`src/rtl/idli_fetch_buf_m_if.sv`:
```
// Fetch-buffer handshake bundle.
// Carries the SQI nibble stream, counter phase and flush into the buffer, and the
// decoder-facing instruction handshake, stall and overflow flags back out.
//   master : upstream/decoder side (drives i_* signals, observes o_* signals)
//   slave  : the fetch buffer itself
interface idli_fetch_buf_m_if;
    logic [1:0]  i_fb_ctr;
    logic        i_fb_ctr_last_cycle;
    logic [3:0]  i_fb_rd_data;
    logic        i_fb_rd_data_vld;
    logic        i_fb_flush;
    logic [15:0] o_fb_instr;
    logic        o_fb_instr_vld;
    logic        i_fb_instr_acp;
    logic        o_fb_stall;
    logic        o_fb_ovf;

    modport master (
        output i_fb_ctr, i_fb_ctr_last_cycle, i_fb_rd_data, i_fb_rd_data_vld,
               i_fb_flush, i_fb_instr_acp,
        input  o_fb_instr, o_fb_instr_vld, o_fb_stall, o_fb_ovf
    );

    modport slave (
        input  i_fb_ctr, i_fb_ctr_last_cycle, i_fb_rd_data, i_fb_rd_data_vld,
               i_fb_flush, i_fb_instr_acp,
        output o_fb_instr, o_fb_instr_vld, o_fb_stall, o_fb_ovf
    );
endinterface

```
`src/rtl/idli_fetch_buf_m.sv`:
```
// Instruction fetch buffer.
// Assembles four little-endian nibbles (one per counter value) into a 16-bit word and
// pushes complete words into a DEPTH-entry first-word-fall-through FIFO read by the decoder.
// Ports:
//   i_fb_gck   : core clock, all state updates on posedge
//   i_fb_rst_n : synchronous active-low reset, overrides flush and handshakes
//   io_fb      : slave side of idli_fetch_buf_m_if
//                (nibble input, flush, instr/vld/acp handshake, stall, ovf)
module idli_fetch_buf_m #(
    parameter int unsigned DEPTH = 2  // 2 or 4
) (
    input  logic                i_fb_gck,
    input  logic                i_fb_rst_n,
    idli_fetch_buf_m_if.slave   io_fb
);

    localparam int unsigned PW = $clog2(DEPTH);
    localparam int unsigned CW = PW + 1;
    localparam logic [CW-1:0] FULL = CW'(DEPTH);

    logic [15:0]   r_mem [DEPTH];
    logic [PW-1:0] r_wr_ptr;
    logic [PW-1:0] r_rd_ptr;
    logic [CW-1:0] r_count;
    // Only the three earlier nibbles need storing; the top nibble arrives on the
    // completing cycle and goes straight into the FIFO.
    logic [11:0]   r_asm;
    logic [2:0]    r_mask;
    logic          r_ovf;

    logic          w_full;
    logic          w_vld;
    logic          w_complete;
    logic          w_pop;
    logic          w_push;
    logic          w_drop;
    logic [15:0]   w_word;

    assign w_full     = (r_count == FULL);
    assign w_vld      = (r_count != '0);
    assign w_complete = io_fb.i_fb_ctr_last_cycle & io_fb.i_fb_rd_data_vld & (&r_mask);
    assign w_pop      = w_vld & io_fb.i_fb_instr_acp;
    // A pop in the same cycle frees the slot, so pushing while full is legal then.
    assign w_push     = w_complete & (~w_full | w_pop);
    assign w_drop     = w_complete & w_full & ~w_pop;
    assign w_word     = {io_fb.i_fb_rd_data, r_asm};

    // Nibble assembly
    always_ff @(posedge i_fb_gck) begin
        if (!i_fb_rst_n) begin
            r_asm  <= '0;
            r_mask <= '0;
        end else if (io_fb.i_fb_flush || io_fb.i_fb_ctr_last_cycle) begin
            // Mask clears at every period end, after the push decision used it.
            r_mask <= '0;
        end else if (io_fb.i_fb_rd_data_vld) begin
            case (io_fb.i_fb_ctr)
                2'd0: begin r_asm[3:0]  <= io_fb.i_fb_rd_data; r_mask[0] <= 1'b1; end
                2'd1: begin r_asm[7:4]  <= io_fb.i_fb_rd_data; r_mask[1] <= 1'b1; end
                2'd2: begin r_asm[11:8] <= io_fb.i_fb_rd_data; r_mask[2] <= 1'b1; end
                default: ;
            endcase
        end
    end

    // FIFO control
    always_ff @(posedge i_fb_gck) begin
        if (!i_fb_rst_n) begin
            r_wr_ptr <= '0;
            r_rd_ptr <= '0;
            r_count  <= '0;
            r_ovf    <= 1'b0;
        end else if (io_fb.i_fb_flush) begin
            r_wr_ptr <= '0;
            r_rd_ptr <= '0;
            r_count  <= '0;
            r_ovf    <= 1'b0;
        end else begin
            r_ovf <= w_drop;
            if (w_push) r_wr_ptr <= r_wr_ptr + 1'b1;
            if (w_pop)  r_rd_ptr <= r_rd_ptr + 1'b1;
            unique case ({w_push, w_pop})
                2'b10:   r_count <= r_count + 1'b1;
                2'b01:   r_count <= r_count - 1'b1;
                default: r_count <= r_count;
            endcase
        end
    end

    // Storage, cleared at reset so the head reads 0 rather than X
    always_ff @(posedge i_fb_gck) begin
        if (!i_fb_rst_n) begin
            for (int unsigned i = 0; i < DEPTH; i++) r_mem[i] <= '0;
        end else if (!io_fb.i_fb_flush && w_push) begin
            r_mem[r_wr_ptr] <= w_word;
        end
    end

    assign io_fb.o_fb_instr     = r_mem[r_rd_ptr];
    assign io_fb.o_fb_instr_vld = w_vld;
    assign io_fb.o_fb_stall     = w_full;
    assign io_fb.o_fb_ovf       = r_ovf;

endmodule

```
`src/flat_wrapper.sv`:
```
// flat-port wrapper written by rule: the top's interface ports become plain ports
module idli_fetch_buf_m_flat 
#(
    parameter int unsigned DEPTH = 2           
)
  (i_fb_gck, i_fb_rst_n, io_fb_i_fb_ctr, io_fb_i_fb_ctr_last_cycle, io_fb_i_fb_rd_data, io_fb_i_fb_rd_data_vld, io_fb_i_fb_flush, io_fb_i_fb_instr_acp, io_fb_o_fb_instr, io_fb_o_fb_instr_vld, io_fb_o_fb_stall, io_fb_o_fb_ovf);
  idli_fetch_buf_m_if io_fb_i ();
  input  logic i_fb_gck;
  input  logic i_fb_rst_n;
  input wire logic [$bits(io_fb_i.i_fb_ctr)-1:0] io_fb_i_fb_ctr;
  input wire logic [$bits(io_fb_i.i_fb_ctr_last_cycle)-1:0] io_fb_i_fb_ctr_last_cycle;
  input wire logic [$bits(io_fb_i.i_fb_rd_data)-1:0] io_fb_i_fb_rd_data;
  input wire logic [$bits(io_fb_i.i_fb_rd_data_vld)-1:0] io_fb_i_fb_rd_data_vld;
  input wire logic [$bits(io_fb_i.i_fb_flush)-1:0] io_fb_i_fb_flush;
  input wire logic [$bits(io_fb_i.i_fb_instr_acp)-1:0] io_fb_i_fb_instr_acp;
  output wire logic [$bits(io_fb_i.o_fb_instr)-1:0] io_fb_o_fb_instr;
  output wire logic [$bits(io_fb_i.o_fb_instr_vld)-1:0] io_fb_o_fb_instr_vld;
  output wire logic [$bits(io_fb_i.o_fb_stall)-1:0] io_fb_o_fb_stall;
  output wire logic [$bits(io_fb_i.o_fb_ovf)-1:0] io_fb_o_fb_ovf;
  assign io_fb_i.i_fb_ctr = io_fb_i_fb_ctr;
  assign io_fb_i.i_fb_ctr_last_cycle = io_fb_i_fb_ctr_last_cycle;
  assign io_fb_i.i_fb_rd_data = io_fb_i_fb_rd_data;
  assign io_fb_i.i_fb_rd_data_vld = io_fb_i_fb_rd_data_vld;
  assign io_fb_i.i_fb_flush = io_fb_i_fb_flush;
  assign io_fb_i.i_fb_instr_acp = io_fb_i_fb_instr_acp;
  assign io_fb_o_fb_instr = io_fb_i.o_fb_instr;
  assign io_fb_o_fb_instr_vld = io_fb_i.o_fb_instr_vld;
  assign io_fb_o_fb_stall = io_fb_i.o_fb_stall;
  assign io_fb_o_fb_ovf = io_fb_i.o_fb_ovf;
  idli_fetch_buf_m #(.DEPTH(DEPTH)) u_core (.i_fb_gck(i_fb_gck), .i_fb_rst_n(i_fb_rst_n), .io_fb(io_fb_i));
endmodule
```
`config.mk`:
```
export PLATFORM = sky130hd
export DESIGN_NAME = idli_fetch_buf_m_flat
export DESIGN_NICKNAME = d
export VERILOG_FILES = /design/src/rtl/idli_fetch_buf_m_if.sv /design/src/rtl/idli_fetch_buf_m.sv /design/src/flat_wrapper.sv
export SDC_FILE = /design/constraint.sdc
export NUM_CORES = 1
export LEC_CHECK = 0
export BUFFER_PORTS_ARGS = -buffer_cell sky130_fd_sc_hd__buf_2
export CAP_MARGIN = 40
export CELL_PAD_IN_SITES_DETAIL_PLACEMENT = 0
export CELL_PAD_IN_SITES_GLOBAL_PLACEMENT = 1
export CORE_MARGIN = 1.5
export CORE_UTILIZATION = 25
export CTS_BUF_LIST = sky130_fd_sc_hd__clkbuf_8
export DETAILED_ROUTE_END_ITERATION = 12
export GPL_TIMING_DRIVEN = 0
export PLACE_DENSITY_LB_ADDON = 0.1
export SETUP_SLACK_MARGIN = 0.05
export SLEW_MARGIN = 0
export SYNTH_ARGS = -nofsm -noshare
export SYNTH_HDL_FRONTEND = slang
export SYNTH_SLANG_ARGS = --single-unit
```
`constraint.sdc`:
```
create_clock -name i_fb_gck -period 3 [get_ports i_fb_gck]
set_input_delay 0.15 -clock i_fb_gck [delete_from_list [all_inputs] [get_ports i_fb_gck]]
set_output_delay 0.15 -clock i_fb_gck [all_outputs]
set_load 0.005 [all_outputs]
```
; Word level (Yosys, flattened, before mapping)
; Memories as Yosys holds them, arrays and structs flattened. A register that Yosys moved wholly into a read port is not among the register bits.
; Index checks and enable logic that the tools add are counted.
[totals]
register_bits = 20
ram_bits = 32
input_bits = 12
word_cells = 57
n_memories = 1
[memory_table]
columns = name, words, word_bits, read_ports, rd_clocked_by_memory_dff, wr, line_no
row1 = u_core.r_mem, 2, 16, 1, 1, 2, idli_fetch_buf_m.sv:21  ; logic [15:0] r_mem [DEPTH];
[op_classes]
addsub = 4
n_eq_ne = 5
n_mux = 10
bitwise_logic = 11
n_reduce_logical = 16
[op_table]
columns = op, count
row1 = $mux 16, 1
row2 = $reduce_or 16->1, 1
row3 = $reduce_and 3->1, 4
row4 = $mux 1, 8
row5 = $and 1x1->1, 6
row6 = $eq 2x2->1 const B, 3
row7 = $reduce_and 2->1, 3
row8 = $eq 2x1->1 const B, 2
row9 = $not 1->1, 4
row10 = $pmux 2 s2, 1
row11 = $reduce_bool 2->1, 2
row12 = $reduce_or 2->1, 2
row13 = $add 1x1->1 const B, 2
row14 = $add 2x1->2 const B, 1
row15 = $logic_not 2->1, 1
row16 = $sub 2x1->2 const B, 1
row17 = $logic_and 1x1->1, 1
row18 = $logic_not 1->1, 1
row19 = $logic_or 1x1->1, 1
row20 = $or 1x1->1, 1

; Depth between registers and ports, before layout
[depth]
ltp_word = 10
depth_mapped = 8
mapped_depth_nobuf = 6

; Worst setup path after synthesis
; No wires, ideal clock.
[synth_timing]
path_kind = flip-flop to flip-flop
startpoint = register u_core.r_count[0]
endpoint = memory u_core.r_mem[0][0] (enable)
setup_time_ns = 0.392
arrival_time_ns = 1.933
t_required_ns = 2.608
setup_slack_ns = 0.675
stages_incl_launch_ff = 6
path_buffers = 2
synth_period_minus_slack_ns = 2.325
cell_sequence = dfxtp_1 > nor3b_1 > or3_1 > buf_6 > buf_6 > o31ai_2
[synth_lines]
columns = item, line_no
row1 = start: declaration, idli_fetch_buf_m.sv:24  ; logic [CW-1:0] r_count;
row2 = start signal: assignment, idli_fetch_buf_m.sv:83  ; 2'b10: r_count <= r_count + 1'b1;
row3 = start signal: assignment, idli_fetch_buf_m.sv:84  ; 2'b01: r_count <= r_count - 1'b1;
row4 = start signal: assignment, idli_fetch_buf_m.sv:85  ; default: r_count <= r_count;
row5 = end: declaration, idli_fetch_buf_m.sv:21

==> flow_metrics.py <==
metrics = {
    "die": {
        "core_um2": 9240,
        "die_h_um": 100.5,
        "rows": 35,
        "num_io_pins": 31,
        "fp.dieW_um": 100.5,
        "start_util_pct": 25.73,
        "fp.dieArea_um2": 10100,
    },
    "setup_path": {
        "cp_num_buf_inv": 3,
        "crit_chain": "nor3b_1 -> or3_1 -> buf_6 -> buf_6 -> o31ai_4 -> buf_6",
        "slowest_delay_ps": 510,
        "setup.worst_path.end_class": "flop",
        "start_kind": "flop",
        "r2r_start": "u_core.r_count[0]$_SDFFE_PP0P_",
        "cpMaxStageDelayCell": "o31ai_4",
        "arrival_ps": 2330,
        "critPathKind": "flop to flop",
        "crit_fanout": 10,
        "rrSetupSlack_ps": 700,
        "r2r_cells": 6,
        "timing.rr.end": "u_core.r_mem[0][1]$_SDFFCE_PN0P_",
        "cp_top_family": "buffers and inverters",
        "cpMostUsedCell": "buf_6",
        "critPathRequiredTime_ps": 3030,
    },
    "clock_network": {
        "ctsResizeCount": 0,
        "clk_latency_ps": 310,
        "cts_root_buf": "clkbuf_8",
        "post_cts_buffers": 0,
        "cts_buffer_depth": 2,
        "clock-sinks": 53,
        "cts_tree": "yes",
        "htree_num_levels": 2,
        "ctsHoldBuffers": 0,
        "clk_pin_slew_ps": 100,
        "cts_buffers": 5,
    },
    "detailed_routing": {
        "drc": 0,
        "vias": 1604,
        "viasPerCell": 4.300,
        "drtAntennaViolNets": 0,
        "drt_wl_total_mm": 5.504,
        "drt_iter0_markers": 68,
        "wl_per_cell_um": 14.76,
        "drt-pass1-iter-count": 6,
    },
    "pwr": {
        "power_density_nw_per_um2": 479.6,
        "total_power_mw": 1.357,
        "p_leak_nw": 1.000,
        "ir_drop_mv": 0.1556,
    },
    "logic_synthesis": {
        "yosys.cell_types.count": 36,
        "synth-main-ff-cell": "edfxtp_1",
        "ys_warn_count": 0,
        "synth_edf_count": 32,
        "seq_area_frac_synth_pct": 58.11,
        "syn_nets": 217,
        "synth_area_um2": 2377,
        "netlist_instances": 204,
        "async_flop_share_pct": 0,
        "syn_area_per_cell_um2": 11.65,
        "synth_seq_cells": 53,
    },
    "final_layout": {
        "mostFrequentLayoutCell": "edfxtp_1",
        "finalInstanceArea_um2": 2830,
        "num_antenna_cells": 0,
        "mostFrequentLayoutCells": "32 x edfxtp_1, 31 x buf_2, 21 x nand3_1, 21 x dfxtp_1, 19 x nor2_1",
        "syn_to_final_growth_pct": 19.05,
        "nFillCells": 972,
        "drive_above_1_share_pct": 27.05,
        "fin_nets": 256,
    },
    "hold_path": {
        "min_to": "u_core.r_mask[1]$_SDFFE_PP0P_",
        "hold_depth": 2,
        "hp-class": "input port to flop",
        "worstHoldStart": "io_fb_i_fb_ctr_last_cycle",
    },
    "place": {
        "post_dp_cell_area_um2": 2724,
        "gp_routability_congestion": 0.7305,
        "dpl.hpwl_mm": 3.902,
        "port_buffers": 30,
    },
    "timing": {
        "skew_ps": 6.968,
        "slew_violations": 0,
        "whs_ps": 93.69,
        "max_freq_ghz": 0.4346,
        "slew_headroom_pct": 54.61,
        "period_share_pct": 76.69,
        "min_period_ps": 2301,
        "tightest_slew_ps": 679.4,
        "rsz0062_at_grt": "no",
        "hold_violations": 0,
        "setup_viol": 0,
    },
    "global_routing": {
        "grt_pass1_vias": 1604,
        "grt_max_degree": 16,
        "gr-usage-all-layers_pct": 11.95,
        "grt.overflow.total": 0,
        "grt_first_pass_wirelength_mm": 8.921,
        "antenna_found_initial": 0,
    },
    "status": {
        "status": "finished clean",
    },
    "flow_run": {
        "maxCapViolations": 0,
    },
}
[flip-flops by register name, indices dropped and copies added (netlist names), named ones only]
register / cells
u_core.io_fb.o_fb_ovf: 1
u_core.r_asm: 12
u_core.r_count: 2
u_core.r_mask: 3
u_core.r_mem: 32
u_core.r_rd_ptr: 1
u_core.r_wr_ptr: 1
[per-stage QoR]
stage / cells / util [%] / worst slack [ps] / TNS, ps
after floorplan: 204 / - / 675.2 / 0
after global placement: 363 / 29.10 / -25.01 / -539.9
after detailed placement: 365 / 29.48 / 652.3 / 0
after CTS: 373 / 30.63 / 641.7 / 0
after global routing: 373 / 30.63 / 539.3 / 0
final: 373 / 30.63 / 699.2 / 0
[worst max-delay path by stage]
stage                                             to                      startpoint  depth (start not counted)  slack [ps]
floorplan           u_core.r_mem[0][0]$_SDFFCE_PN0P_  u_core.r_count[0]$_SDFFE_PP0P_                          5         680
detailed placement  u_core.r_mem[0][2]$_SDFFCE_PN0P_  u_core.r_count[0]$_SDFFE_PP0P_                          6         650
global route          u_core.r_count[1]$_SDFFE_PP0P_  u_core.r_count[1]$_SDFFE_PP0P_                          7         540
CTS                 u_core.r_mem[0][7]$_SDFFCE_PN0P_  u_core.r_count[0]$_SDFFE_PP0P_                          6         640
finish              u_core.r_mem[0][1]$_SDFFCE_PN0P_  u_core.r_count[0]$_SDFFE_PP0P_                          6         700
global placement    u_core.r_mem[0][1]$_SDFFCE_PN0P_  u_core.r_count[0]$_SDFFE_PP0P_                          5         -30
[metal layers]
| layer | global-route usage (%) | part of all wire [%] |
|---|---|---|
| met1 | 16.57 | 50 |
| met2 | 18.32 | 45 |
| met3 | 3.121 | 3.5 |
| met4 | 3.575 | 1.6 |
| met5 | 0 | 0 |
[power by group]
| part | internal [mW] | switching (mW) |
|---|---|---|
| Clock | 0.244 | 0.247 |
| Combinational | 0.0283 | 0.0486 |
| Sequential | 0.785 | 0.00495 |
| Total | 1.06 | 0.300 |
[cell type report]
type	count	area [um2]	share of cell area (%)
flip-flops and latches	53	1381	48.81
multi-input cells	135	928.4	32.80
repair buffers	32	172.7	6.101
well taps	129	161.4	5.703
clock buffers	5	68.82	2.431
plain buffers	13	68.82	2.431
clock inverters	3	37.54	1.326
inverters	3	11.26	0.3979
[kinds of logic (layout without fill, tap and decap cells)]
kind of cell / after synthesis / count (layout) / share of synthesized area (%)
muxes: 25 / 25 / 11.37
xor gates and xnor gates: 3 / 3 / 1.105
and+or+nand+nor: 90 / 90 / 21.21
DFF: 53 / 53 / 58.11
buffers and inverters: 16 / 56 / 3.369
adders and majority gates: 1 / 1 / 0.5262
AOI/OAI and AO/OA: 16 / 16 / 4.315
[synthesized netlist by cell type (3+ instances only)]
library cell	count	area share [%]
nor3_1	4	0.84
mux2i_1	9	3.8
nand2_1	14	2.2
nor4b_1	6	2.2
edfxtp_1	32	40
inv_1	3	0.47
clkbuf_1	7	1.1
nor2_1	19	3.0
nand3_1	21	4.4
nand2b_1	3	0.79
mux2_2	16	7.6
o21ai_0	5	1.1
a21boi_0	4	1.3
dfxtp_1	21	18
and2_1	10	2.6
[worst reg2reg max path, cell delays in order, from the launching register on]
cell and delay (ps):
dfxtp_1 450, nor3b_1 140, or3_1 370, buf_6 150, buf_6 150, o31ai_4 520
buf_6 240
Note: power is estimated with default switching activity, not from simulation.
